**src/rtl/pulse_period_meter.sv**
```systemverilog
// Pulse period meter: counts enabled clocks between rising edges of pulse_in
// and reports the period in generator "ticks", with lock and timeout flags.
//
// Ports:
//   clk, rst      - clock, synchronous active-high reset
//   ena           - count enable; the counter advances only when high
//   pulse_in      - pulse stream synchronous to clk (level-high counts once)
//   period        - last measured period in ticks (registered)
//   period_valid  - one-cycle strobe the cycle period updates
//   locked        - last LOCK_COUNT measurements were identical
//   timeout       - sticky; no edge within 2^N-1 enabled counts
module pulse_period_meter #(
    parameter int N          = 8,
    parameter int LOCK_COUNT = 2
) (
    input  logic         clk,
    input  logic         rst,
    input  logic         ena,
    input  logic         pulse_in,
    output logic [N-1:0] period,
    output logic         period_valid,
    output logic         locked,
    output logic         timeout
);

    typedef enum logic {
        IDLE,
        ARMED
    } state_t;

    localparam logic [N-1:0] CNT_MAX   = '1;
    localparam logic [3:0]   MATCH_MAX = 4'(LOCK_COUNT - 1);
    localparam logic [4:0]   LOCK_THR  = 5'(LOCK_COUNT);

    state_t       state_q, state_d;
    logic [N-1:0] cnt_q, cnt_d;
    logic [N-1:0] period_d;
    logic         valid_d;
    logic         locked_d;
    logic         timeout_d;
    logic [3:0]   match_q, match_d;
    logic         has_prev_q, has_prev_d;
    logic         pulse_d;
    logic         rise;
    logic [3:0]   match_new;

    assign rise = pulse_in & ~pulse_d;

    always_comb begin
        state_d    = state_q;
        cnt_d      = cnt_q;
        period_d   = period;
        valid_d    = 1'b0;
        locked_d   = locked;
        timeout_d  = timeout;
        match_d    = match_q;
        has_prev_d = has_prev_q;
        match_new  = 4'd0;

        unique case (state_q)
            IDLE: begin
                cnt_d = '0;
                if (rise) begin
                    // New arming: no previous period to compare against.
                    state_d    = ARMED;
                    has_prev_d = 1'b0;
                    match_d    = 4'd0;
                end
            end
            ARMED: begin
                if (rise) begin
                    period_d   = cnt_q;
                    valid_d    = 1'b1;
                    cnt_d      = '0;
                    timeout_d  = 1'b0;
                    has_prev_d = 1'b1;
                    if (has_prev_q && cnt_q == period) begin
                        if (match_q < MATCH_MAX)
                            match_new = match_q + 4'd1;
                        else
                            match_new = match_q;
                    end
                    match_d  = match_new;
                    locked_d = ({1'b0, match_new} + 5'd1) >= LOCK_THR;
                end else if (ena && cnt_q == CNT_MAX) begin
                    // Counter never wraps; give up and wait for a new edge.
                    timeout_d = 1'b1;
                    locked_d  = 1'b0;
                    match_d   = 4'd0;
                    cnt_d     = '0;
                    state_d   = IDLE;
                end else if (ena) begin
                    cnt_d = cnt_q + 1'b1;
                end
            end
            default: state_d = IDLE;
        endcase
    end

    always_ff @(posedge clk) begin
        if (rst) begin
            state_q      <= IDLE;
            cnt_q        <= '0;
            period       <= '0;
            period_valid <= 1'b0;
            locked       <= 1'b0;
            timeout      <= 1'b0;
            match_q      <= 4'd0;
            has_prev_q   <= 1'b0;
            pulse_d      <= 1'b0;
        end else begin
            state_q      <= state_d;
            cnt_q        <= cnt_d;
            period       <= period_d;
            period_valid <= valid_d;
            locked       <= locked_d;
            timeout      <= timeout_d;
            match_q      <= match_d;
            has_prev_q   <= has_prev_d;
            pulse_d      <= pulse_in;
        end
    end

endmodule

```
**config.mk**
```make
export PLATFORM = sky130hd
export DESIGN_NAME = pulse_period_meter
export DESIGN_NICKNAME = d
export VERILOG_FILES = /design/src/rtl/pulse_period_meter.sv
export SDC_FILE = /design/constraint.sdc
export NUM_CORES = 1
export LEC_CHECK = 0
export CAP_MARGIN = 10
export CELL_PAD_IN_SITES_DETAIL_PLACEMENT = 0
export CELL_PAD_IN_SITES_GLOBAL_PLACEMENT = 2
export CORE_MARGIN = 1.5
export CORE_UTILIZATION = 37
export DETAILED_ROUTE_END_ITERATION = 10
export GPL_TIMING_DRIVEN = 0
export PLACE_DENSITY_LB_ADDON = 0.1
export SYNTH_ARGS = -nofsm -noshare
export SYNTH_HDL_FRONTEND = slang
export SYNTH_SLANG_ARGS = --single-unit
```
**constraint.sdc**
```tcl
create_clock -name clk -period 4.22 [get_ports clk]
set_input_delay 0.844 -clock clk [delete_from_list [all_inputs] [get_ports clk]]
set_output_delay 0.844 -clock clk [all_outputs]
set_load 0.05 [all_outputs]
```
==> qor.yml <==
status: "completed"
yosys.area.top_type_share_pct: 38.24
cts_tree: "yes"
fin_setup_tns_ns: 0
max_cap_viol_count: 0
crit_required_ns: 4.41
post_drt_wl_per_cell_um: 13.13
n_fill_cell: 336
firstDrtPassIters: 5
drive_gt1_share_pct: 11.80
cts-root-buf: "clkbuf_8"
start_util_pct: 39.55
via_per_inst: 5.237
setup_viol: 0
avgSynthCellArea_um2: 9.454
crit_chain: "clkdlybuf4s50_1 -> nor2b_1 -> clkbuf_1 -> nand2_1 -> inv_1 -> clkbuf_1 -> a32oi_1 -> o21ai_0"
fin_skew_ns: 0.01061
p_int_mw: 0.3856
synth_warnings: 0
dominantRegCellSynth: "dfxtp_1"
wl_mm: 2.718
ff2ff_path_depth: 10
p_comb_share_pct: 6.3
yosysUniqueCellTypes: 44
drtAntennaViolNets: 0
p_switching_mw: 0.09962
drc: 0
antenna_found_initial: 0
design.die.area_mm2: 0.004052
grt_pass1_wl_mm: 4.767
fmax_mhz: 401.8
ys_ff_latch: 26
htreeDepth: 1
synth_edf_count: 0
synth.area.top_cells: "dfxtp_1 (38%), ha_1 (4.6%), a22o_1 (4.5%)"
yosysSeqAreaShare_pct: 38.24
place_congestion: 0.7554
async_flop_share_pct: 0
pwr-share-clk_pct: 42.4
post_cts_buffers: 0
grt_max_degree: 16
insertion_delay_ns: 0.27
p_seq_share_pct: 51.3
rows: 21
cts.sinks: 26
crit_type: "input port to register"
cp-start-kind: "input port"
synthToLayoutAreaGrowth_pct: 19.03
finalHoldViolations: 0
cp_max_fo: 10
ctsHoldBuffers: 0
syn_nets: 153
grt.overflow.total: 0
core_mm2: 0.003442
switching_share_pct: 20.53
fin_crit_sh_pct: 58.97
n_antenna_cell: 0
grt_pass1_vias: 1023
crit_path_end_kind: "register"
multiInputGateArea_um2: 764.5
cp_data_arrival_time_ns: 2.68
cts_resized: 0
fin_util_pct: 47.07
cts_buffer_depth: 2
rsz0062_at_grt: "no"
crit_top_cell: "clkbuf_1"
final_max_slew_viol_count: 0
grt_use_total_pct: 14.78
syn_inst: 144
synth_top_cell_by_area: "dfxtp_1"
finalCriticalPeriod_ns: 2.489
p_leak_nw: 0.5820
clkTransAtPathRegs_ns: 0.08
finalNetCount: 171
power-per-cell-area_mw_per_mm2: 299.5
tightest_slew_ns: 0.8187
hpwl_mm: 2.039
dr_total_vias: 1084
drtIter0Drc: 70
synthMostInstantiatedCell: "dfxtp_1"
hold_path.class: "register to register"
numCtsBuffers: 3
cpPeakStageDelay_ns: 0.48
min_path_cells: 1
ff_latch_area_um2: 520.5
die_w_um: 63.66
port_buffers: 13
slowest_stage: "clkdlybuf4s50_1"
synth_area_mm2: 0.001361
io_pins: 15
die-height_um: 63.66
synth_common_cells: "dfxtp_1 (26), nand2_1 (13), nor2_1 (13)"
peakVddDrop_v: 0.0001619
relSlewSlack_pct: 45.42
==> cell usage in the layout, fill, tap and decap left out, drive strengths merged, types with 2 or more instances in the layout <==
master	netlist	routed
dfxtp	26	26
o31ai	2	2
mux2i	3	3
o21ai	3	3
a32o	2	2
or3	3	3
nor2b	3	3
nand2b	3	3
nor3b	2	2
ha	5	5
and3	4	4
nand3	3	3
xnor2	10	10
clkbuf	4	7
inv	6	6
o22a	2	2
clkdlybuf4s50	0	13
nor2	13	13
buf	4	4
nand4	4	4
nand2	13	13
a21oi	6	6
xor2	2	2
a22o	8	8
==> power by group through the flow <==
stage / Sequential [mW] / Combinational, mW / Clock [mW]
CTS: 0.249 / 0.0305 / 0.214
global route: 0.250 / 0.0347 / 0.224
global placement: 0.255 / 0.0303 / 0
finish: 0.249 / 0.0304 / 0.206
detailed placement: 0.255 / 0.0304 / 0
floorplan: 0.256 / 0.0201 / 0
==> registers in the layout, indices dropped and copies added (netlist names) <==
name and flops:
period_valid 1, has_prev_q 1, period 8, pulse_d 1, state_q 1, match_q 4, cnt_q 8, timeout 1
locked 1
==> logic make-up after synthesis <==
group,count (synthesis),synth area share (%)
adder cells (fa/ha/maj),5,4.596
multiplexers,3,2.206
AND/OR/NAND/NOR,53,21.05
buffers and inverters,14,5.606
flip-flops,26,38.24
AO/OA/AOI/OAI,31,18.11
XOR/XNOR,12,10.20
==> area by class of cell <==
class | count | share of cell area (%)
Sequential cell | 26 | 32.12
Multi-Input combinational cell | 104 | 47.18
Buffer | 8 | 3.320
Clock inverter | 1 | 1.853
Timing Repair Buffer | 13 | 8.031
Inverter | 6 | 1.390
Tap cell | 46 | 3.552
Clock buffer | 3 | 2.548
==> per-layer routing <==
metal,up-vias,share of wire (%),track usage [%]
met5,-,0,0
met4,0,0.55,4.348
met3,2,2.4,2.143
met2,23,42,22.11
met1,512,55,21.88
li1,547,-,-
==> worst max-delay path, delay by kind of cell <==
| family | cells | cell delay, ns |
|---|---|---|
| simple gates | 2 | 0.37 |
| compound gates | 2 | 0.21 |
| buf+inv | 4 | 1.25 |
==> metrics by stage <==
| stage | instances | total power, mW | cell area, µm² | hold WS (ns) | setup slack [ns] |
|---|---|---|---|---|---|
| 6_report | 207 | 0.4853 | 1620 | 0.4764 | 1.731 |
| 5_1_grt | 207 | 0.5084 | 1620 | 0.5108 | 1.497 |
| 4_1_cts | 207 | 0.4936 | 1620 | 0.4863 | 1.738 |
| 3_5_place_dp | 203 | 0.2853 | 1549 | 0.4592 | 1.467 |
| 3_3_place_gp | 203 | 0.2851 | 1549 | 0.4577 | 1.462 |
| 2_1_floorplan | 144 | 0.2762 | 1361 | 0.4366 | 1.849 |
==> worst paths after layout <==
check	start	endpoint	slack, ns
worst min-delay path	timeout	timeout	0.48
worst min register to register	timeout	timeout	0.48
worst max register to register	match_q[0]	locked	1.93
worst max-delay path	pulse_in	locked	1.73
Note: power is estimated with default switching activity, not from simulation.
